`config.mk`:
```
export PLATFORM = sky130hd
export DESIGN_NAME = imm_encoder
export DESIGN_NICKNAME = d
export VERILOG_FILES = /design/src/rtl/imm_encoder.sv
export SDC_FILE = /design/constraint.sdc
export NUM_CORES = 1
export LEC_CHECK = 0
export BUFFER_PORTS_ARGS = -buffer_cell sky130_fd_sc_hd__buf_2
export CAP_MARGIN = 10
export CORE_MARGIN = 8
export CORE_UTILIZATION = 35
export DETAILED_ROUTE_END_ITERATION = 10
export HOLD_SLACK_MARGIN = 0.15
export PLACE_DENSITY = 0.66
export SKIP_CTS_REPAIR_TIMING = 1
export SLEW_MARGIN = 20
export SYNTH_ARGS = -nofsm -noshare
export SYNTH_HDL_FRONTEND = slang
export SYNTH_SLANG_ARGS = --single-unit
```
`constraint.sdc`:
```
create_clock -name clk -period 4.05 [get_ports clk]
set_input_delay 0.405 -clock clk [delete_from_list [all_inputs] [get_ports clk]]
set_output_delay 0.405 -clock clk [all_outputs]
set_load 0.02 [all_outputs]
```
`src/rtl/imm_encoder.sv`:
```
// LEGv8 immediate encoder: inserts a signed immediate into the D-type (LDUR/STUR)
// or CB-type (CBZ) field of a base word. Define IMM_ENCODER_SAT_EN to clamp out-of-range values.
module imm_encoder (
    input  logic        clk,
    input  logic        reset,
    input  logic        in_valid,
    output logic        in_ready,
    input  logic [31:0] base,
    input  logic [63:0] imm,
    output logic        out_valid,
    input  logic        out_ready,
    output logic [31:0] instr,
    output logic        err,
    output logic [7:0]  err_count
);

    localparam logic [10:0] OPC_LDUR = 11'b11111000010;
    localparam logic [10:0] OPC_STUR = 11'b11111000000;
    localparam logic [7:0]  OPC_CBZ  = 8'b10110100;

    logic        out_valid_q, out_valid_d;
    logic [31:0] instr_q, instr_d;
    logic        err_q, err_d;
    logic [7:0]  err_count_q, err_count_d;

    logic        is_d, is_cb, d_in_range, cb_in_range;
    logic [8:0]  imm9;
    logic [18:0] imm19;
    logic [31:0] enc_instr;
    logic        enc_err;
    logic        xfer, accept;

    // In range exactly when every bit above the field's sign bit copies that sign bit.
    always_comb begin
        is_d        = (base[31:21] == OPC_LDUR) || (base[31:21] == OPC_STUR);
        is_cb       = (base[31:24] == OPC_CBZ);
        d_in_range  = (&imm[63:8])  || !(|imm[63:8]);
        cb_in_range = (&imm[63:18]) || !(|imm[63:18]);
`ifdef IMM_ENCODER_SAT_EN
        imm9  = d_in_range  ? imm[8:0]  : (imm[63] ? 9'h100   : 9'h0FF);
        imm19 = cb_in_range ? imm[18:0] : (imm[63] ? 19'h40000 : 19'h3FFFF);
`else
        imm9  = imm[8:0];
        imm19 = imm[18:0];
`endif
        enc_instr = base;
        enc_err   = 1'b1;
        if (is_d) begin
            enc_instr[20:12] = imm9;
            enc_err          = !d_in_range;
        end else if (is_cb) begin
            enc_instr[23:5] = imm19;
            enc_err         = !cb_in_range;
        end
    end

    // Valid/ready: a word moves on any cycle where valid and ready are both high;
    // the output register may be refilled on the same cycle its word is accepted.
    always_comb begin
        in_ready    = !out_valid_q || out_ready;
        xfer        = in_valid && in_ready;
        accept      = out_valid_q && out_ready;
        out_valid_d = out_valid_q;
        instr_d     = instr_q;
        err_d       = err_q;
        err_count_d = err_count_q;
        if (accept && err_q && (err_count_q != 8'hFF)) begin
            err_count_d = err_count_q + 8'd1;
        end
        if (xfer) begin
            out_valid_d = 1'b1;
            instr_d     = enc_instr;
            err_d       = enc_err;
        end else if (accept) begin
            out_valid_d = 1'b0;
        end
    end

    always_ff @(posedge clk or negedge reset) begin
        if (!reset) begin
            out_valid_q <= 1'b0;
            instr_q     <= 32'd0;
            err_q       <= 1'b0;
            err_count_q <= 8'd0;
        end else begin
            out_valid_q <= out_valid_d;
            instr_q     <= instr_d;
            err_q       <= err_d;
            err_count_q <= err_count_d;
        end
    end

    assign out_valid = out_valid_q;
    assign instr     = instr_q;
    assign err       = err_q;
    assign err_count = err_count_q;

endmodule

```
Word-level counts from Yosys, hierarchy flattened
Index checks and enable logic that the tools add are counted.
- add/subtract/negate cells: 1
- equality and inequality tests: 4
- multiplexer cells: 8
- reductions and logical operators: 18
- operators by type and width (operator ; number):
    $reduce_and A56 Y1 ; 1
    $reduce_or A56 Y1 ; 1
    $reduce_and A46 Y1 ; 1
    $reduce_or A46 Y1 ; 1
    $eq A11 B11 Y1 const B ; 2
    $mux W19 ; 1
    $mux W9 ; 1
    $add A8 B1 Y8 const B ; 1
    $eq A8 B8 Y1 const B ; 1
    $ne A8 B8 Y1 const B ; 1
    $mux W7 ; 1
    $logic_not A1 Y1 ; 5
    $logic_and A1 B1 Y1 ; 4
    $logic_or A1 B1 Y1 ; 4
    $mux W1 ; 4
    $mux W3 ; 1
    $reduce_bool A2 Y1 ; 1
- flip-flop bits (word level): 42

Depth between registers and ports, before layout
Gate-level depths: netlist of the first run.
- depth after elaboration: 6
- gate-level depth with buffers: 6
- gate-level depth less buffers: 6

Worst setup path after synthesis of the first run
OpenSTA, ideal clock, no wires.
- path type: flip-flop to flip-flop
- start point: register out_valid_q (netlist: out_valid)
- end point: register instr_q[20] (netlist: instr[20])
- library setup time: 0.077 ns
- arrival time: 1.616 ns
- required time: 3.973 ns
- path slack: 2.356 ns
- cell stages (with the launch flop): 7
- clock period less this slack: 1.694 ns
- cells stage by stage: dfrtp_1 nand2b_1 nand2_2 nor2_1 buf_2 nor2_1 a21oi_1
- word-level cells in the longest chain between the ends: 3
- RTL lines (what ; line ; source):
    start, declared ; 21 ; logic out_valid_q, out_valid_d;
    start signal, assigned ; 86 ; out_valid_q <= out_valid_d;
    $logic_not A1 Y1 ; 60 ; in_ready = !out_valid_q || out_ready;
    $logic_or A1 B1 Y1 ; 60 ;
    via in_ready ; 7 ; output logic in_ready,
    $logic_and A1 B1 Y1 ; 61 ; xfer = in_valid && in_ready;
    end signal, assigned ; 87 ; instr_q <= instr_d;
    end, declared ; 22 ; logic [31:0] instr_q, instr_d;
The timed path passes the listed nets, and every way through them passes these cells.
A chain may end at the register's enable or synchronous reset.

Final worst setup path of the first run
- start point: input base[24]
- end point: register instr_q[17] (netlist: instr[17])
- word-level cells in the longest chain between the ends: 3
- elaborated cells between the ends (all ways): 6
- those cells by class: eq/ne (3); mux (2); reduce/logical (1)
- RTL lines (what ; line ; source):
    start, declared ; 8 ; input logic [31:0] base,
    $eq A8 B8 Y1 or $eq A11 B11 Y1 (tied branches) ; 36, 35 ;
    $mux W19 or $logic_or A1 B1 Y1 (tied branches) ; 51, 35 ;
    $mux W9 (*) ; 48 ; if (is_d) begin
Mark *: on every way between the ends. The rest lies on a longest branch, timed or not.

==> summary.txt, run 1 <==
Logic synthesis
  – Yosys top cell by area: dfrtp_1
  – Mapped Area: 2210 um2
  – Top-count cell post-synth: dfrtp_1
  – XOR/XNOR share of the synthesized area: 2.77%
  – Largest cells by area after synthesis: dfrtp_1 48%, mux2_2 12%, mux2i_1 8.6%, nand4_1 5.1%, nor4_1 4.2%
  – Seq cells post-synth: 42
  – Simple-Gate Fraction of Synth Area: 20.8%
  – Largest family of logic cells by synthesized area: simple AND/OR/NAND/NOR gates
  – Post-synthesis compound-gate area fraction: 6.22%
  – Syn Nets: 305
  – Sequential area share after synthesis: 47.5%
  – Yosys warning total: 0
  – Top cells by count, synth: 42 x dfrtp_1, 23 x mux2_2, 19 x mux2i_1
  – EDFF count, synth: 0
  – Syn Area/Cell: 10.8 um2
  – Main synth FF type: dfrtp_1
  – Syn Inst Count: 204
  – Synth top area share: about 48%
  – Netlist cell types: 32
  – Mux contribution to synthesized area: 20.3%
  – Adder-cell share of the synthesized area: 0.566%
  – Async S/R FF share, synth: between 90% and 100%

Placement
  – Dpl hpwl: 5.75 mm
  – Final GP Congestion: around 0.81
  – DP Cell Count: 418
  – Port bufs: 142

Global routing
  – Largest net degree at the start of global routing: 45
  – GRT Util Overall: around 15%
  – First-pass GRT wire length: 10.6 mm
  – Grt ovf: 0
  – Vias in the first global route: 2,322
  – Initial antenna violation count: 0

Layout
  – Final core occ: just under 50%
  – Non-Filler Instances: 426
  – Layout cell share with drive strength beyond 1: 51.3%
  – Area delta synth->final: 39.9%
  – Fin nets: 450
  – Antenna cell count: 0

Die
  – Row Count: 29
  – Die Ht: between 90 and 100 um
  – Initial Util: 35.4%
  – Die Wd: 95.5 um
  – DIE AREA: 9120 um2
  – Core area: 6240 um2
  – Num ports: 143

Critical path
  – CP Launch Type: input port
  – Crit-path max FO: 18
  – Slowest cell on crit path: nor4_1
  – Crit Path Category: in2reg
  – CP required: 4.18 ns
  – Critical-path cell list: buf_2 -> nand4b_1 -> nor4_1 -> nor2_1 -> nor2_1 -> a21oi_1
  – CP most frequent cell: nor2_1
  – Worst path max stage delay: 0.52 ns
  – Critical Path End Type: flip-flop
  – Critical Path AT: 1.92 ns

Detailed routing
  – Drt first pass iters: 4
  – DRC violations left: 0
  – Routed WL: 7.12 mm
  – Final ANT Viol Nets: 0
  – Vias: 2,177
  – WL/cell: 16.7 um
  – DR vias/cell: roughly 5.1
  – DR iter-0 viols: 85

Timing
  – Setup Viol. Count Final: 0
  – Setup TNS: 0 ns
  – Fin crit share: between 40 and 50%
  – RSZ-0062 raised after global routing: no
  – Slew at the pin with the worst max-slew slack: roughly 1.1 ns
  – Worst hold margin: 0.341 ns
  – Final Hold Fails: 0
  – Worst slew margin: 29.7%
  – Max Freq: 0.557 GHz
  – Max-slew violations: 0
  – Final Skew: 0.00768 ns
  – Tmin final: 1.79 ns

Clock network
  – Clock transition at path regs: 0.08 ns
  – CTS Buf Count: 5
  – Root buffer cell: clkbuf_8
  – CTS tree: yes
  – Max Buffers Root-to-Sink: 2
  – H-Tree Depth: 2
  – Worst skew pair latency: 0.29 ns
  – Clk sinks: 42

Power
  – PnR Total Power: 1180 uW
  – Peak VDD IR: around 330 uV
  – Pleak: approximately 0.0014 uW
  – Cell Pwr Density: 383 nW/um2

Run
  – Max-cap violations: 0

Hold path
  – Worst min path class: in2reg

Run status
  – Outcome: finished, final reports clean
## cell families after synthesis
family / after synthesis
xor+xnor: 7
flops: 42
compound gates: 23
fa+ha+maj: 1
mux: 42
simple gates: 82
buf+inv: 7
## final cells by class
type	count	area [um2]
Fill cell	636	3150
Clock inverter	1	7.51
Multi-Input combinational cell	155	1130
Tap cell	77	96.3
Clock buffer	6	72.6
Timing Repair Buffer	145	738
Sequential cell	42	1050
## metrics by stage
stage	setup WS [ns]	area, um2
4_1_cts	2.23	3080
6_report	2.26	3090
3_3_place_gp	2.01	3000
2_1_floorplan	2.36	2210
3_5_place_dp	1.91	3000
5_1_grt	2.05	3090
## final timing paths
| kind | start | to | slack [ns] | cells past startpoint |
|---|---|---|---|---|
| worst min register to register | instr[23] | instr[23] | 0.49 | 2 |
| max in group asynchronous | reset | instr[4] | 3.04 | 2 |
| worst max-delay path | base[24] | instr[17] | 2.26 | 6 |
| worst min-delay path | base[2] | instr[2] | 0.34 | 2 |
| min in group asynchronous | reset | instr[8] | 0.65 | 2 |
| worst max register to register | out_valid | instr[17] | 2.26 | 5 |
## registers in the layout, indices dropped and copies added, names as in the netlist
signal / cells
err_count: 8
out_valid: 1
err: 1
instr: 32
## cells in the final DEF, fill, tap and decap left out, types with 2 or more instances in the layout
master    netlist  routed
nor2_1         13      13
nand2_1        18      18
nand3_1         3       3
mux2i_1        19      19
clkbuf_8        0       5
a21oi_1         9       9
xnor2_1         5       5
buf_2           3     141
dfrtp_1        42      42
o21ai_1        10      10
nor3_1          2       2
nand4_1        18      18
xor2_1          2       2
buf_4           1       3
mux2_2         23      23
nand2b_1        3       3
nor4_1         15      15
## worst max-delay path: cells and delay by family
family | cells | cell delay (ns)
AND/OR/NAND/NOR | 4 | 1.36
AO/OA/AOI/OAI | 1 | 0.05
buffers and inverters | 1 | 0.10
## metal layers
layer	track usage, %	vias up	routed length [um]
met5	0	-	0
met4	5.25	0	124
met3	5.04	12	778
met2	26.1	94	3570
met1	16.2	1009	2650
li1	-	1062	-
## where the power goes
part	internal, uW	leakage, uW	switching (uW)
clock network	118	0.0000373	142
logic	159	0.000874	218
registers	492	0.000501	55.0
total	770	0.00141	415
Note: power is estimated with default switching activity, not from simulation.
==> run 2, diff against run 1 <==
PLACE_DENSITY = 0.69   (was 0.66)
clock period = 1.6 ns   (was 4.05 ns; I/O delays follow)
==> summary.txt, run 2 (synthesized netlist as in run 1, its figures left out) <==
Detailed routing
  – Vias: 2,291 (+5.2%)
  – Routed WL: 7.58 mm (+6.5%)
  – WL/cell: 16.6 um (-0.92%)
  – DR iter-0 viols: 32 (-62%)
  – Drt first pass iters: 4 (unchanged)
  – DRC violations left: 0 (unchanged)
  – DR vias/cell: 5.00 (-2.1%)
  – Final ANT Viol Nets: 0 (unchanged)

Layout
  – FILL cells: 585 (-8.0%)
  – Antenna cell count: 0 (unchanged)
  – Fin nets: 481 (+6.9%)
  – Most common cell after layout, fill and taps aside: buf_2
  – Layout cell share with drive strength beyond 1: 52.8% (+1.5 points)
  – Area delta synth->final: 56.4%
  – Most frequent cells in the layout: 142 x buf_2, 39 x dfrtp_1, 23 x mux2_2
  – Area occupied by multi-input gates: 1140 um2 (+1.0%)
  – Max FFs per register: 32 (unchanged)
  – Register area: 1050 um2 (+0.36%)
  – Final core occ: 55.5% (+5.9 points)

Die
  – Die Wd: 95.5 um (unchanged)
  – DIE AREA: 9120 um2 (unchanged)
  – Row Count: 29 (unchanged)
  – Die Ht: 95.5 um (unchanged)
  – Initial Util: 35.4% (unchanged)
  – Core area: 6240 um2 (unchanged)
  – Num ports: 143 (unchanged)

Clock network
  – Max Buffers Root-to-Sink: 2 (unchanged)
  – Clock transition at path regs: 0.09 ns (about the same)
  – CTS Buf Count: 5 (unchanged)
  – Clk sinks: 42 (unchanged)
  – H-Tree Depth: 2 (unchanged)
  – CTS tree: yes
  – Root buffer cell: clkbuf_8
  – Worst skew pair latency: 0.29 ns (about the same)

Timing
  – RSZ-0062 raised after global routing: no
  – Max Freq: 0.673 GHz
  – Setup Viol. Count Final: 0 (unchanged)
  – Setup WS post-layout: 0.114 ns (-2.14 ns)
  – Max-slew violations: 0 (unchanged)
  – Setup TNS: 0 ns (unchanged)
  – Fin crit share: 92.9%
  – Tmin final: 1.49 ns
  – Slew at the pin with the worst max-slew slack: 0.444 ns (-0.606 ns)
  – Final Hold Fails: 0 (unchanged)
  – Worst hold margin: 0.145 ns (-0.196 ns)
  – Final Skew: 0.00890 ns (+0.00122 ns)
  – Worst slew margin: 70.1% (+40 points)

Critical path
  – CP Launch Type: flip-flop
  – Critical-path cell list: ha_2 -> and3_4 -> a31oi_4 -> nand4_1 -> buf_4 -> xnor2_1
  – Slowest cell on crit path: dfrtp_2
  – Worst path max stage delay: 0.41 ns (-0.11 ns)
  – Crit-path max FO: 4 (-14)
  – CP required: 1.79 ns (-2.39 ns)
  – Crit Path Category: reg2reg
  – Critical Path End Type: flip-flop
  – Critical Path AT: 1.68 ns (-0.24 ns)

Placement
  – Final GP Congestion: 0.834 (+3.5%)
  – Pre-CTS setup slack: -0.0558 ns (-1.97 ns)
  – Port bufs: 142 (unchanged)
  – Dpl hpwl: 6.15 mm (+7.1%)

Global routing
  – Initial antenna violation count: 0 (unchanged)
  – Largest net degree at the start of global routing: 27 (-40%)
  – First-pass GRT wire length: 11.0 mm (+4.1%)
  – GRT Util Overall: 15.3% (+0.48 points)
  – Vias in the first global route: 2,377 (+2.4%)
  – Grt ovf: 0 (unchanged)

Run status
  – Outcome: finished, final reports clean

Power
  – Cell Pwr Density: 972 nW/um2 (+150%)
  – Peak VDD IR: 903 uV (+180%)
  – Pleak: 0.00158 uW (+12%)

Run
  – Max-cap violations: 0 (unchanged)

Hold path
  – Worst min path class: in2reg
-- run 2: worst paths after layout --
check,start,to,slack (ns),cells past startpoint
worst max-delay path,err_count[0],err_count[5],0.11,6
worst min-delay path,base[8],instr[8],0.15,3
worst max register to register,err_count[0],err_count[5],0.11,6
worst min register to register,instr[8],instr[8],0.49,2
max in group asynchronous,reset,out_valid,0.77,3
min in group asynchronous,reset,instr[19],0.34,2
-- run 2: stage by stage --
step | std cells | power [uW] | instance area (um2)
after detailed placement | 433 | 2520 | 3170
after global routing | 458 | 3560 | 3460
after global placement | 433 | 2490 | 3170
after floorplan | 204 | 1930 | 2220
final | 458 | 3360 | 3460
after CTS | 441 | 3370 | 3280
-- run 2: per-layer routing --
metal | global-route usage [%] | part of all wire, %
met1 | 18.3 | 39
met3 | 5.91 | 9.2
met4 | 3.20 | 0.78
met2 | 25.5 | 51
met5 | 0 | 0
-- run 2: report_power, final --
part	leakage, uW	switching (uW)	internal (uW)
combinational	0.00103	633	542
sequential	0.000498	98.5	1250
clock	0.0000514	373	466
-- run 2: worst max-delay path: cells and delay by family, from the launching register on --
family	cells	cell delay, ns
buffers and inverters	1	0.16
XOR/XNOR	1	0.11
adder cells (fa/ha/maj)	1	0.19
AND/OR/NAND/NOR	2	0.32
AO/OA/AOI/OAI	1	0.19
flip-flops	1	0.41
-- run 2: final cells by class --
| cell class | count | share of cell area [%] |
|---|---|---|
| sequential | 42 | 30.5 |
| clock buffer | 6 | 2.10 |
| tap | 77 | 2.78 |
| clock inverter | 2 | 1.08 |
| timing repair buffer | 176 | 30.6 |
| multi-input combinational | 155 | 32.9 |
==> run 3, diff against run 2 <==
CORE_UTILIZATION = 38   (was 35)
GPL_TIMING_DRIVEN = 0   (was default)
PLACE_DENSITY = 0.74   (was 0.69)
==> summary.txt, run 3 (synthesized netlist as in run 1, its figures left out) <==
Run status
  – Outcome: finished, final reports clean

Critical path
  – Setup slack, reg-to-reg: 0.005 ns (-0.11 ns)
  – Critical Path End Type: flip-flop
  – Delay-heaviest family, CP: simple AND/OR/NAND/NOR gates
  – Critical Path AT: 1.82 ns (+0.14 ns)
  – Crit path buf inv count: 0 (-1)
  – Critical-path cell list: ha_4 -> and3_4 -> a31oi_4 -> nand4_1 -> nor2_1 -> xor2_1
  – CP required: 1.82 ns (+0.03 ns)
  – Cells on worst reg2reg path: 6 (unchanged)
  – R2r endpoint: err_count[7]
  – Crit Reg-Reg Startpoint: err_count[0]
  – Slowest cell on crit path: dfrtp_2
  – Crit Path Category: reg2reg
  – CP Launch Type: flip-flop
  – Worst path max stage delay: 0.45 ns (+0.04 ns)
  – Crit-path max FO: 5 (+1)

Timing
  – Slew at the pin with the worst max-slew slack: 0.930 ns (+0.486 ns)
  – Setup Viol. Count Final: 0 (unchanged)
  – Worst slew margin: 38.0% (-32 points)
  – Tmin final: 1.60 ns (+0.109 ns)
  – RSZ-0062 raised after global routing: yes
  – Fin crit share: 99.7% (+6.8 points)
  – Max Freq: 0.627 GHz (-6.8%)
  – Max-slew violations: 0 (unchanged)
  – Final Hold Fails: 0 (unchanged)
  – Final Skew: 0.00891 ns (+0.00000333 ns)

Detailed routing
  – WL/cell: 16.7 um (+0.77%)
  – DR iter-0 viols: 71 (+120%)
  – Vias: 2,343 (+2.3%)
  – Drt first pass iters: 4 (unchanged)
  – Routed WL: 7.54 mm (-0.55%)
  – DRC violations left: 0 (unchanged)
  – Final ANT Viol Nets: 0 (unchanged)
  – DR vias/cell: 5.18 (+3.6%)

Layout
  – Most frequent cells in the layout: 144 x buf_2, 39 x dfrtp_1, 23 x mux2_2
  – Area delta synth->final: 52.9%
  – Post-route cell area: 3380 um2 (-2.2%)
  – Final core occ: 60.7% (+5.2 points)
  – FILL cells: 505 (-14%)
  – Max FFs per register: 32 (unchanged)
  – Most common cell after layout, fill and taps aside: buf_2
  – Layout cell share with drive strength beyond 1: 53.4% (+0.67 points)
  – Fin nets: 480 (-0.21%)
  – Antenna cell count: 0 (unchanged)

Hold path
  – Min-delay src: base[11]
  – Worst min path class: in2reg
  – Hold Path Stages: 3 (unchanged)
  – Hold Path Sink: instr[11]

Placement
  – Final GP Congestion: 0.760 (-8.9%)
  – Dpl hpwl: 5.85 mm (-4.9%)
  – Cell Area, Placed: 3020 um2 (-4.8%)
  – Port bufs: 142 (unchanged)

Power
  – Peak VDD IR: 711 uV (-21%)
  – Pleak: 0.00155 uW (-2.1%)
  – Cell Pwr Density: 958 nW/um2 (-1.4%)

Global routing
  – First-pass GRT wire length: 11.5 mm (+4.1%)
  – GRT Util Overall: 16.6% (+1.3 points)
  – Largest net degree at the start of global routing: 43 (+59%)
  – Initial antenna violation count: 0 (unchanged)
  – Grt ovf: 0 (unchanged)
  – Vias in the first global route: 2,451 (+3.1%)

Die
  – Die Ht: 92.3 um (-3.4%)
  – Num ports: 143 (unchanged)
  – Initial Util: 39.7% (+4.2 points)
  – DIE AREA: 8520 um2 (-6.6%)
  – Die Wd: 92.3 um (-3.4%)
  – Row Count: 27 (-6.9%)
  – Core area: 5570 um2 (-11%)

Clock network
  – CTS Buf Count: 5 (unchanged)
  – CTS tree: yes
  – H-Tree Depth: 2 (unchanged)
  – Clock transition at path regs: 0.08 ns (about the same)
  – Max Buffers Root-to-Sink: 2 (unchanged)
  – Clk sinks: 42 (unchanged)
  – Worst skew pair latency: 0.29 ns (about the same)
  – Root buffer cell: clkbuf_8

Run
  – Max-cap violations: 0 (unchanged)
## run 3: cell types whose count changed in the layout (fill, tap and decap cells not counted), sizes merged
cell      delta
clkbuf       +2
bufinv       -1
clkinvlp     -1
buf          -3
clkinv       +2
## run 3: cell type report
| type | count | area (um2) | share of cell area [%] |
|---|---|---|---|
| plain buffers | 7 | 45.0 | 1.33 |
| clock buffers | 6 | 72.6 | 2.14 |
| clock inverters | 2 | 10.0 | 0.296 |
| multi-input cells | 155 | 1160 | 34.4 |
| flip-flops and latches | 42 | 1050 | 31.2 |
| well taps | 72 | 90.1 | 2.66 |
| repair buffers | 168 | 946 | 28.0 |
## run 3: worst max path at each step
stage	to	startpoint	slack (ns)	cells after the start
after floorplan	err_count[7]	err_count[0]	0.003	6
after global placement	instr[20]	base[24]	-0.31	7
after detailed placement	instr[20]	base[24]	-0.30	7
after CTS	instr[20]	out_valid	-0.22	6
after global routing	err_count[7]	err_count[0]	-0.10	6
final	err_count[7]	err_count[0]	0.005	6
## run 3: metrics by stage
| step | instances | setup TNS [ns] | worst slack, ns | hold WS (ns) | total power (uW) |
|---|---|---|---|---|---|
| 2_1_floorplan | 204 | 0 | 0.00310 | -0.136 | 1930 |
| 3_3_place_gp | 418 | -3.04 | -0.311 | 0.356 | 2360 |
| 3_5_place_dp | 418 | -2.95 | -0.298 | 0.351 | 2380 |
| 4_1_cts | 426 | -2.45 | -0.218 | 0.0250 | 3050 |
| 5_1_grt | 452 | -0.146 | -0.100 | 0.157 | 3430 |
| 6_report | 452 | 0 | 0.00472 | 0.147 | 3240 |
## run 3: report_power, final
part	leakage [uW]	switching, uW	internal [uW]
logic	0.00101	625	574
clock network	0.0000450	347	302
registers	0.000498	140	1250
total	0.00155	1110	2130
## run 3: routing by layer
metal  part of all wire [%]  wire, um  global-route usage [%]  up-vias
li1                       -         -                       -     1118
met1                     43      3220                    19.6     1108
met2                     48      3630                    27.8      102
met3                    6.9       517                    5.49       15
met4                    2.2       166                    5.23        0
met5                      0         0                       0        -
## run 3: worst reg2reg max path: stages, from the launching register on
cell and delay [ns]:
dfrtp_2 0.45, ha_4 0.17, and3_4 0.17, a31oi_4 0.23, nand4_1 0.17, nor2_1 0.17, xor2_1 0.16
